--- config.mk ---
export PLATFORM = sky130hd
export DESIGN_NAME = cache_fill_fsm_flat
export DESIGN_NICKNAME = d
export VERILOG_FILES = /design/src/rtl/cache_fill_fsm_if.sv /design/src/rtl/cache_fill_fsm.sv /design/src/flat_wrapper.sv
export SDC_FILE = /design/constraint.sdc
export NUM_CORES = 1
export LEC_CHECK = 0
export CORE_MARGIN = 2
export CORE_UTILIZATION = 33
export DETAILED_ROUTE_END_ITERATION = 10
export PLACE_DENSITY = 0.85
export SLEW_MARGIN = 20
export SYNTH_ARGS = -nofsm -noshare
export SYNTH_HDL_FRONTEND = slang
export SYNTH_SLANG_ARGS = --single-unit
--- constraint.sdc ---
create_clock -name clk -period 1.76 [get_ports clk]
set_input_delay 0.352 -clock clk [delete_from_list [all_inputs] [get_ports clk]]
set_output_delay 0.352 -clock clk [all_outputs]
set_load 0.01 [all_outputs]
--- src/rtl/cache_fill_fsm_if.sv ---
// Cache line fill bus bundle.
//
// Groups the miss request, main-memory read/return and cache-array write signals
// used by cache_fill_fsm.
//   master : the surrounding pipeline / memory side (drives miss and memory returns)
//   slave  : the fill controller (drives stall, memory reads and array writes)
//
// Signals:
//   miss_detected      cache lookup missed; request a line fill
//   miss_address[15:0] byte address of the missed access
//   fsm_busy           pipeline stall while a fill is pending or active
//   memory_read_en     one read request to main memory this cycle
//   memory_address     word-aligned byte address of the read request
//   memory_data_valid  main memory returns one word this cycle
//   memory_data[15:0]  returned word
//   write_data_array   write fill_data into the data array at fill_word_offset
//   fill_word_offset   word index (0-7) within the line
//   fill_data[15:0]    word to write
//   write_tag_array    one-cycle tag/valid write for the filled line
//   fill_base_address  captured line base address
interface cache_fill_fsm_if;
  logic        miss_detected;
  logic [15:0] miss_address;
  logic        fsm_busy;
  logic        memory_read_en;
  logic [15:0] memory_address;
  logic        memory_data_valid;
  logic [15:0] memory_data;
  logic        write_data_array;
  logic [2:0]  fill_word_offset;
  logic [15:0] fill_data;
  logic        write_tag_array;
  logic [15:0] fill_base_address;

  modport master (
    output miss_detected,
    output miss_address,
    output memory_data_valid,
    output memory_data,
    input  fsm_busy,
    input  memory_read_en,
    input  memory_address,
    input  write_data_array,
    input  fill_word_offset,
    input  fill_data,
    input  write_tag_array,
    input  fill_base_address
  );

  modport slave (
    input  miss_detected,
    input  miss_address,
    input  memory_data_valid,
    input  memory_data,
    output fsm_busy,
    output memory_read_en,
    output memory_address,
    output write_data_array,
    output fill_word_offset,
    output fill_data,
    output write_tag_array,
    output fill_base_address
  );
endinterface

--- src/rtl/cache_fill_fsm.sv ---
// Cache line fill controller.
//
// On a miss in IDLE, captures the 16-byte line base and moves to FILL, where it issues
// eight consecutive word reads to a pipelined main memory (fixed 4-cycle latency) and
// writes each returned word into the data array. The eighth return also writes the tag.
//
// Ports:
//   clk  single clock, rising edge
//   rst  synchronous active-high reset
//   bus  cache_fill_fsm_if.slave (miss request, memory read/return, array writes)
//
// Build option:
//   CACHE_FILL_CRITICAL_WORD_FIRST_EN  when defined, requests and returns start at word
//   miss_address[3:1] and wrap mod 8; otherwise the order is always word 0..7.
module cache_fill_fsm (
  input logic             clk,
  input logic             rst,
  cache_fill_fsm_if.slave bus
);

  typedef enum logic [0:0] {StIdle, StFill} state_e;

  state_e      state_q, state_d;
  logic [3:0]  issue_cnt_q, issue_cnt_d;  // saturates at 8
  logic [2:0]  recv_cnt_q, recv_cnt_d;
  logic [15:0] base_q, base_d;
  logic        rst_q;                     // high in the cycle after reset
  logic [2:0]  start_word;

`ifdef CACHE_FILL_CRITICAL_WORD_FIRST_EN
  logic [2:0]  start_word_q, start_word_d;
  assign start_word = start_word_q;
`else
  assign start_word = 3'd0;
`endif

  logic        start_fill;
  logic        fill_active;
  logic        issue_en;
  logic        ret_en;
  logic        last_ret;
  logic [2:0]  issue_word;
  logic [2:0]  ret_word;

  // Outputs are forced quiet during reset and the cycle after it.
  assign start_fill  = (state_q == StIdle) && bus.miss_detected && !rst && !rst_q;
  assign fill_active = (state_q == StFill) && !rst;
  assign issue_en    = fill_active && !issue_cnt_q[3];
  assign ret_en      = fill_active && bus.memory_data_valid;
  assign last_ret    = ret_en && (recv_cnt_q == 3'd7);
  // 3-bit sums wrap within the line, so no carry reaches the tag bits.
  assign issue_word  = start_word + issue_cnt_q[2:0];
  assign ret_word    = start_word + recv_cnt_q;

  always_ff @(posedge clk) begin
    if (rst) begin
      state_q     <= StIdle;
      issue_cnt_q <= 4'd0;
      recv_cnt_q  <= 3'd0;
      base_q      <= 16'h0000;
`ifdef CACHE_FILL_CRITICAL_WORD_FIRST_EN
      start_word_q <= 3'd0;
`endif
    end else begin
      state_q     <= state_d;
      issue_cnt_q <= issue_cnt_d;
      recv_cnt_q  <= recv_cnt_d;
      base_q      <= base_d;
`ifdef CACHE_FILL_CRITICAL_WORD_FIRST_EN
      start_word_q <= start_word_d;
`endif
    end
    rst_q <= rst;
  end

  always_comb begin
    state_d     = state_q;
    issue_cnt_d = issue_cnt_q;
    recv_cnt_d  = recv_cnt_q;
    base_d      = base_q;
`ifdef CACHE_FILL_CRITICAL_WORD_FIRST_EN
    start_word_d = start_word_q;
`endif
    unique case (state_q)
      StIdle: begin
        if (start_fill) begin
          state_d     = StFill;
          base_d      = bus.miss_address & 16'hFFF0;
          issue_cnt_d = 4'd0;
          recv_cnt_d  = 3'd0;
`ifdef CACHE_FILL_CRITICAL_WORD_FIRST_EN
          start_word_d = bus.miss_address[3:1];
`endif
        end
      end
      StFill: begin
        if (issue_en) issue_cnt_d = issue_cnt_q + 4'd1;
        if (ret_en)   recv_cnt_d  = recv_cnt_q + 3'd1;
        if (last_ret) begin
          state_d     = StIdle;
          issue_cnt_d = 4'd0;
          recv_cnt_d  = 3'd0;
        end
      end
      default: state_d = StIdle;
    endcase
  end

  always_comb begin
    bus.fsm_busy          = start_fill || fill_active;
    bus.memory_read_en    = issue_en;
    bus.memory_address    = 16'h0000;
    bus.write_data_array  = ret_en;
    bus.fill_word_offset  = 3'd0;
    bus.fill_data         = 16'h0000;
    bus.write_tag_array   = last_ret;
    bus.fill_base_address = base_q;
    if (issue_en) bus.memory_address = {base_q[15:4], issue_word, 1'b0};
    if (ret_en) begin
      bus.fill_word_offset = ret_word;
      bus.fill_data        = bus.memory_data;
    end
  end

endmodule
--- src/flat_wrapper.sv ---
// flat-port wrapper written by rule: the top's interface ports become plain ports
module cache_fill_fsm_flat 
  (clk, rst, bus_miss_detected, bus_miss_address, bus_memory_data_valid, bus_memory_data, bus_fsm_busy, bus_memory_read_en, bus_memory_address, bus_write_data_array, bus_fill_word_offset, bus_fill_data, bus_write_tag_array, bus_fill_base_address);
  cache_fill_fsm_if bus_i ();
  input logic clk;
  input logic rst;
  input wire logic [$bits(bus_i.miss_detected)-1:0] bus_miss_detected;
  input wire logic [$bits(bus_i.miss_address)-1:0] bus_miss_address;
  input wire logic [$bits(bus_i.memory_data_valid)-1:0] bus_memory_data_valid;
  input wire logic [$bits(bus_i.memory_data)-1:0] bus_memory_data;
  output wire logic [$bits(bus_i.fsm_busy)-1:0] bus_fsm_busy;
  output wire logic [$bits(bus_i.memory_read_en)-1:0] bus_memory_read_en;
  output wire logic [$bits(bus_i.memory_address)-1:0] bus_memory_address;
  output wire logic [$bits(bus_i.write_data_array)-1:0] bus_write_data_array;
  output wire logic [$bits(bus_i.fill_word_offset)-1:0] bus_fill_word_offset;
  output wire logic [$bits(bus_i.fill_data)-1:0] bus_fill_data;
  output wire logic [$bits(bus_i.write_tag_array)-1:0] bus_write_tag_array;
  output wire logic [$bits(bus_i.fill_base_address)-1:0] bus_fill_base_address;
  assign bus_i.miss_detected = bus_miss_detected;
  assign bus_i.miss_address = bus_miss_address;
  assign bus_i.memory_data_valid = bus_memory_data_valid;
  assign bus_i.memory_data = bus_memory_data;
  assign bus_fsm_busy = bus_i.fsm_busy;
  assign bus_memory_read_en = bus_i.memory_read_en;
  assign bus_memory_address = bus_i.memory_address;
  assign bus_write_data_array = bus_i.write_data_array;
  assign bus_fill_word_offset = bus_i.fill_word_offset;
  assign bus_fill_data = bus_i.fill_data;
  assign bus_write_tag_array = bus_i.write_tag_array;
  assign bus_fill_base_address = bus_i.fill_base_address;
  cache_fill_fsm u_core (.clk(clk), .rst(rst), .bus(bus_i));
endmodule
Word level (Yosys, flattened, before mapping):

Cells that the tools add are included.

* output and inout port bits: 55
* register bits: 21
* bits of input ports: 36

* $add $sub $neg: 2
* multiplexer cells: 14
* reductions and logical operators: 14
* equal/unequal tests: 4
* bitwise logic cells: 1

Operators with widths (count)
* 16-bit 2-to-1 mux: 2
* 3-bit 2-to-1 mux: 4
* 4-bit 2-to-1 mux: 3
* 4-bit one-hot mux with 2 select lines: 1
* 1-bit logical AND: 7
* 3-bit != test (second input constant): 2
* 3-bit one-hot mux with 2 select lines: 1
* 2-bit AND reduction: 3
* 4-bit by 1-bit adder with 4-bit output (second input constant): 1
* 3-bit by 1-bit adder with 3-bit output (second input constant): 1
* 3-bit equality test (second input constant): 1
* 1-bit zero test: 3
* 1-bit 2-to-1 mux: 2
* 2-bit by 1-bit != test with 1-bit output (second input constant): 1
* 1-bit one-hot mux with 2 select lines: 1
* 1-bit logical OR: 1
* 1-bit inverter: 1

Depth between registers and ports, before layout:

* depth in word-level cells: 6
* mapped depth: 6
* gate-level depth less buffers: 6

Worst setup path before layout:

No wires, ideal clock.

* path type: input to output
* start: input rst
* end: output bus_fill_data[0]
* slack: 0.174 ns
* arrival: 1.234 ns
* stages: 4
* cell sequence: buf_2 > and3b_1 > clkbuf_1 > and2_1

* word-level cells in the longest chain between the ends: 4

RTL lines
* start: declaration: RTL line flat_wrapper.sv:6 `input logic rst;`
* 1-bit zero test: RTL line cache_fill_fsm.sv:47 `assign fill_active = (state_q == StFill) && !rst;`
* 1-bit logical AND: RTL line cache_fill_fsm.sv:47
* 1-bit logical AND: RTL line cache_fill_fsm.sv:49 `assign ret_en = fill_active && bus.memory_data_valid;`
* named net bus_write_data_array: RTL line flat_wrapper.sv:14 `output wire logic [$bits(bus_i.write_data_array)-1:0] bus_write_data_array;`
* 16-bit 2-to-1 mux: RTL line cache_fill_fsm.sv:119 `if (ret_en) begin`
* end: declaration: RTL line flat_wrapper.sv:16 `output wire logic [$bits(bus_i.fill_data)-1:0] bus_fill_data;`

The timed path passes the listed nets, and every way through them passes these cells.

Worst setup path after layout:

* start: register u_core.state_q
* end: output bus_memory_address[15]

* word-level cells in the longest chain between the ends: 3

RTL lines
* start: declaration: RTL line cache_fill_fsm.sv:23 `state_e state_q, state_d;`
* start signal: assignment: RTL line cache_fill_fsm.sv:57 `state_q <= StIdle;`
* start signal: assignment: RTL line cache_fill_fsm.sv:65 `state_q <= state_d;`
* 1-bit logical AND: RTL line cache_fill_fsm.sv:47
* 1-bit logical AND: RTL line cache_fill_fsm.sv:48 `assign issue_en = fill_active && !issue_cnt_q[3];`
* 16-bit 2-to-1 mux: RTL line cache_fill_fsm.sv:118 `if (issue_en) bus.memory_address = {base_q[15:4], issue_word, 1'b0};`
* end: declaration: RTL line flat_wrapper.sv:13 `output wire logic [$bits(bus_i.memory_address)-1:0] bus_memory_address;`

No other way between the ends.

==> results.sh <==
export IMPL_cts_tree="built"
export IMPL_status="complete, but fails checks"
export IMPL_ys_seq_area_share_pct=36.05
export IMPL_drive_gt1_share_pct=33.06
export IMPL_htree_num_levels=1
export IMPL_final_cells=291
export IMPL_synth_async_reset_ratio_pct=0
export IMPL_clock_root_buffer="clkbuf_4"
export IMPL_fin_worst_skew_ps=9.398
export IMPL_cts_buffers=3
export IMPL_fp_dieW_um=63.45
export IMPL_grt_max_degree=23
export IMPL_critPathArrivalTime_ps=1470
export IMPL_yosys_warnings=0
export IMPL_yosys_top_cells_count="and2_1 (35), nand2_1 (30), dfxtp_1 (21), o21ai_0 (10), nand3_1 (7)"
export IMPL_dpl_worst_slack_ps=-589.2
export IMPL_fin_nets=285
export IMPL_synth_area_leaders="dfxtp_1 (36%), and2_1 (19%), nand2_1 (9.7%)"
export IMPL_via_count=1304
export IMPL_fin_area_um2=2175
export IMPL_n_fill_cell=323
export IMPL_synth_cell_types=31
export IMPL_first_pass_iters=4
export IMPL_antenna_cells=0
export IMPL_start_util_pct=34.67
export IMPL_setup_violations=14
export IMPL_grt_first_pass_wirelength_um=5720
export IMPL_viasPerCell=4.481
export IMPL_drv_slew=0
export IMPL_synth_most_common_cell="and2_1"
export IMPL_period_share_pct=103.8
export IMPL_post_dp_cell_area_um2=2082
export IMPL_grt_overflow=0
export IMPL_powerDensity_nw_per_um2=467.0
export IMPL_antenna_found_initial=0
export IMPL_drc_errors=0
export IMPL_ys_ff_latch=21
export IMPL_ff2ff_setup_slack_ps=140
export IMPL_dpl_hpwl_um=2581
export IMPL_hold_class="reg -> reg"
export IMPL_synth_area_per_cell_um2=7.879
export IMPL_grt_usage_pct=17.55
export IMPL_syn2layout_area_growth_pct=86.48
export IMPL_violations="setup timing"
export IMPL_core_rowCount=21
export IMPL_placedCellCount=281
export IMPL_worstSetupPathType="reg -> out"
export IMPL_p_total_mw=1.015
export IMPL_synth_area_um2=1166
export IMPL_netlist_instances=148
export IMPL_hold_viol_final=0
export IMPL_dieArea_um2=4025
export IMPL_hold_buffers=0
export IMPL_cts_sinks=21
export IMPL_die_h_um=63.45
export IMPL_fin_crit_ps=1826
export IMPL_maxCapViolCount=0
export IMPL_synth_largest_area_cell="dfxtp_1"
export IMPL_wirelength_um=3548
export IMPL_portBuffers=81
export IMPL_leakage_nw=0.9594
export IMPL_cp_required_ps=1410
export IMPL_end_kind="output pin"
export IMPL_worst_slack_ps=-66.43
export IMPL_rsz0062_at_grt="yes"
export IMPL_clkTransAtPathRegs_ps=130
export IMPL_core_um2=3363
export IMPL_drt_iter0_markers=33
export IMPL_io_pins=91
export IMPL_crit_path_start_kind="flip-flop"
export IMPL_grt_pass1_vias=1238
export IMPL_clockBufferDepth=2
export IMPL_dominantRegCellSynth="dfxtp_1"
export IMPL_peakVddDrop_mv=0.5477
export IMPL_yosysTopAreaCellShare_pct=36.05
export IMPL_fmax_ghz=0.5475
export IMPL_crit_fanout=5
export IMPL_wl_per_cell_um=12.19
export IMPL_ant_nets=0
export IMPL_routabilityCongestion=0.7327
export IMPL_synth_edff_count=0
export IMPL_clkLatencyLatePin_ps=310
export IMPL_hold_slack_ps=476.1
-- cell type report --
cell class,instances,area [um2],share of cell area [%]
Multi-Input combinational cell,115,698.2,32.11
Sequential cell,21,422.9,19.45
Clock inverter,1,7.507,0.3452
Timing Repair Buffer,102,954.7,43.90
Tap cell,46,57.56,2.647
Inverter,3,11.26,0.5178
Clock buffer,3,22.52,1.036
-- critical path, stage by stage (launching register included) --
cell     delay, ps
dfxtp_2        370
nor3b_4        210
buf_6          150
buf_6          110
buf_6          100
and2_1         110
buf_2          120
-- per-layer routing --
layer | routed length, um | part of all wire [%] | global-route usage, % | vias up
met2 | 1753 | 49 | 31.32 | 59
li1 | - | - | - | 668
met4 | 12 | 0.34 | 3.533 | 0
met1 | 1403 | 40 | 19.85 | 575
met5 | 0 | 0 | 0 | -
met3 | 378 | 11 | 6.607 | 2
-- flip-flops by register name, summed over array words and instances, names as in the netlist --
name / cells
u_core.bus.fill_base_address: 12
u_core.issue_cnt_q: 4
u_core.recv_cnt_q: 3
u_core.rst_q: 1
u_core.state_q: 1
-- stage by stage --
stage | utilization, % | TNS (ps)
2_1_floorplan | - | 0
3_3_place_gp | 61.90 | -18770
3_5_place_dp | 61.90 | -21330
4_1_cts | 61.79 | -282.5
5_1_grt | 64.66 | -1765
6_report | 64.66 | -197.8
-- path summary, 6_finish.rpt --
kind / from / to / depth (start not counted)
setup / recovery: u_core.state_q / bus_memory_address[15] / 6
hold / removal: u_core.bus.fill_base_address[13] / u_core.bus.fill_base_address[13] / 2
setup reg to reg: u_core.recv_cnt_q[0] / u_core.issue_cnt_q[2] / 7
hold reg to reg: u_core.bus.fill_base_address[13] / u_core.bus.fill_base_address[13] / 2
-- cell usage in the layout (no fill, tap or decap), drive strengths merged, types with 5 or more instances in the layout --
cell type      instances
buf                   45
clkdlybuf4s50         41
and2                  35
nand2                 30
dfxtp                 21
o21ai                 16
clkdlybuf4s15         11
nand3                  7
conb                   5
dlygate4sd2            5
-- what timing repair did --
action | in CTS | in global routing
pin swaps | 3 | 0
setup endpoints to repair | 38 | 29
cloned | 0 | 0
gates resized for setup | 142 | 23
buffers inserted | 6 | 2
-- power by group --
group	leakage [nW]	switching, mW	internal, mW	total (mW)
Combinational	0.773	0.101	0.159	0.260
Clock	0.0139	0.154	0.0867	0.241
Sequential	0.172	0.0174	0.497	0.514
-- cells by family after synthesis --
family,after synthesis,synth area share [%]
compound gates,23,11.05
fa+ha+maj,3,3.219
buf+inv,16,8.906
flops,21,36.05
mux,2,1.717
other cells,1,0.3216
simple gates,82,38.74
Note: power is estimated with default switching activity, not from simulation.
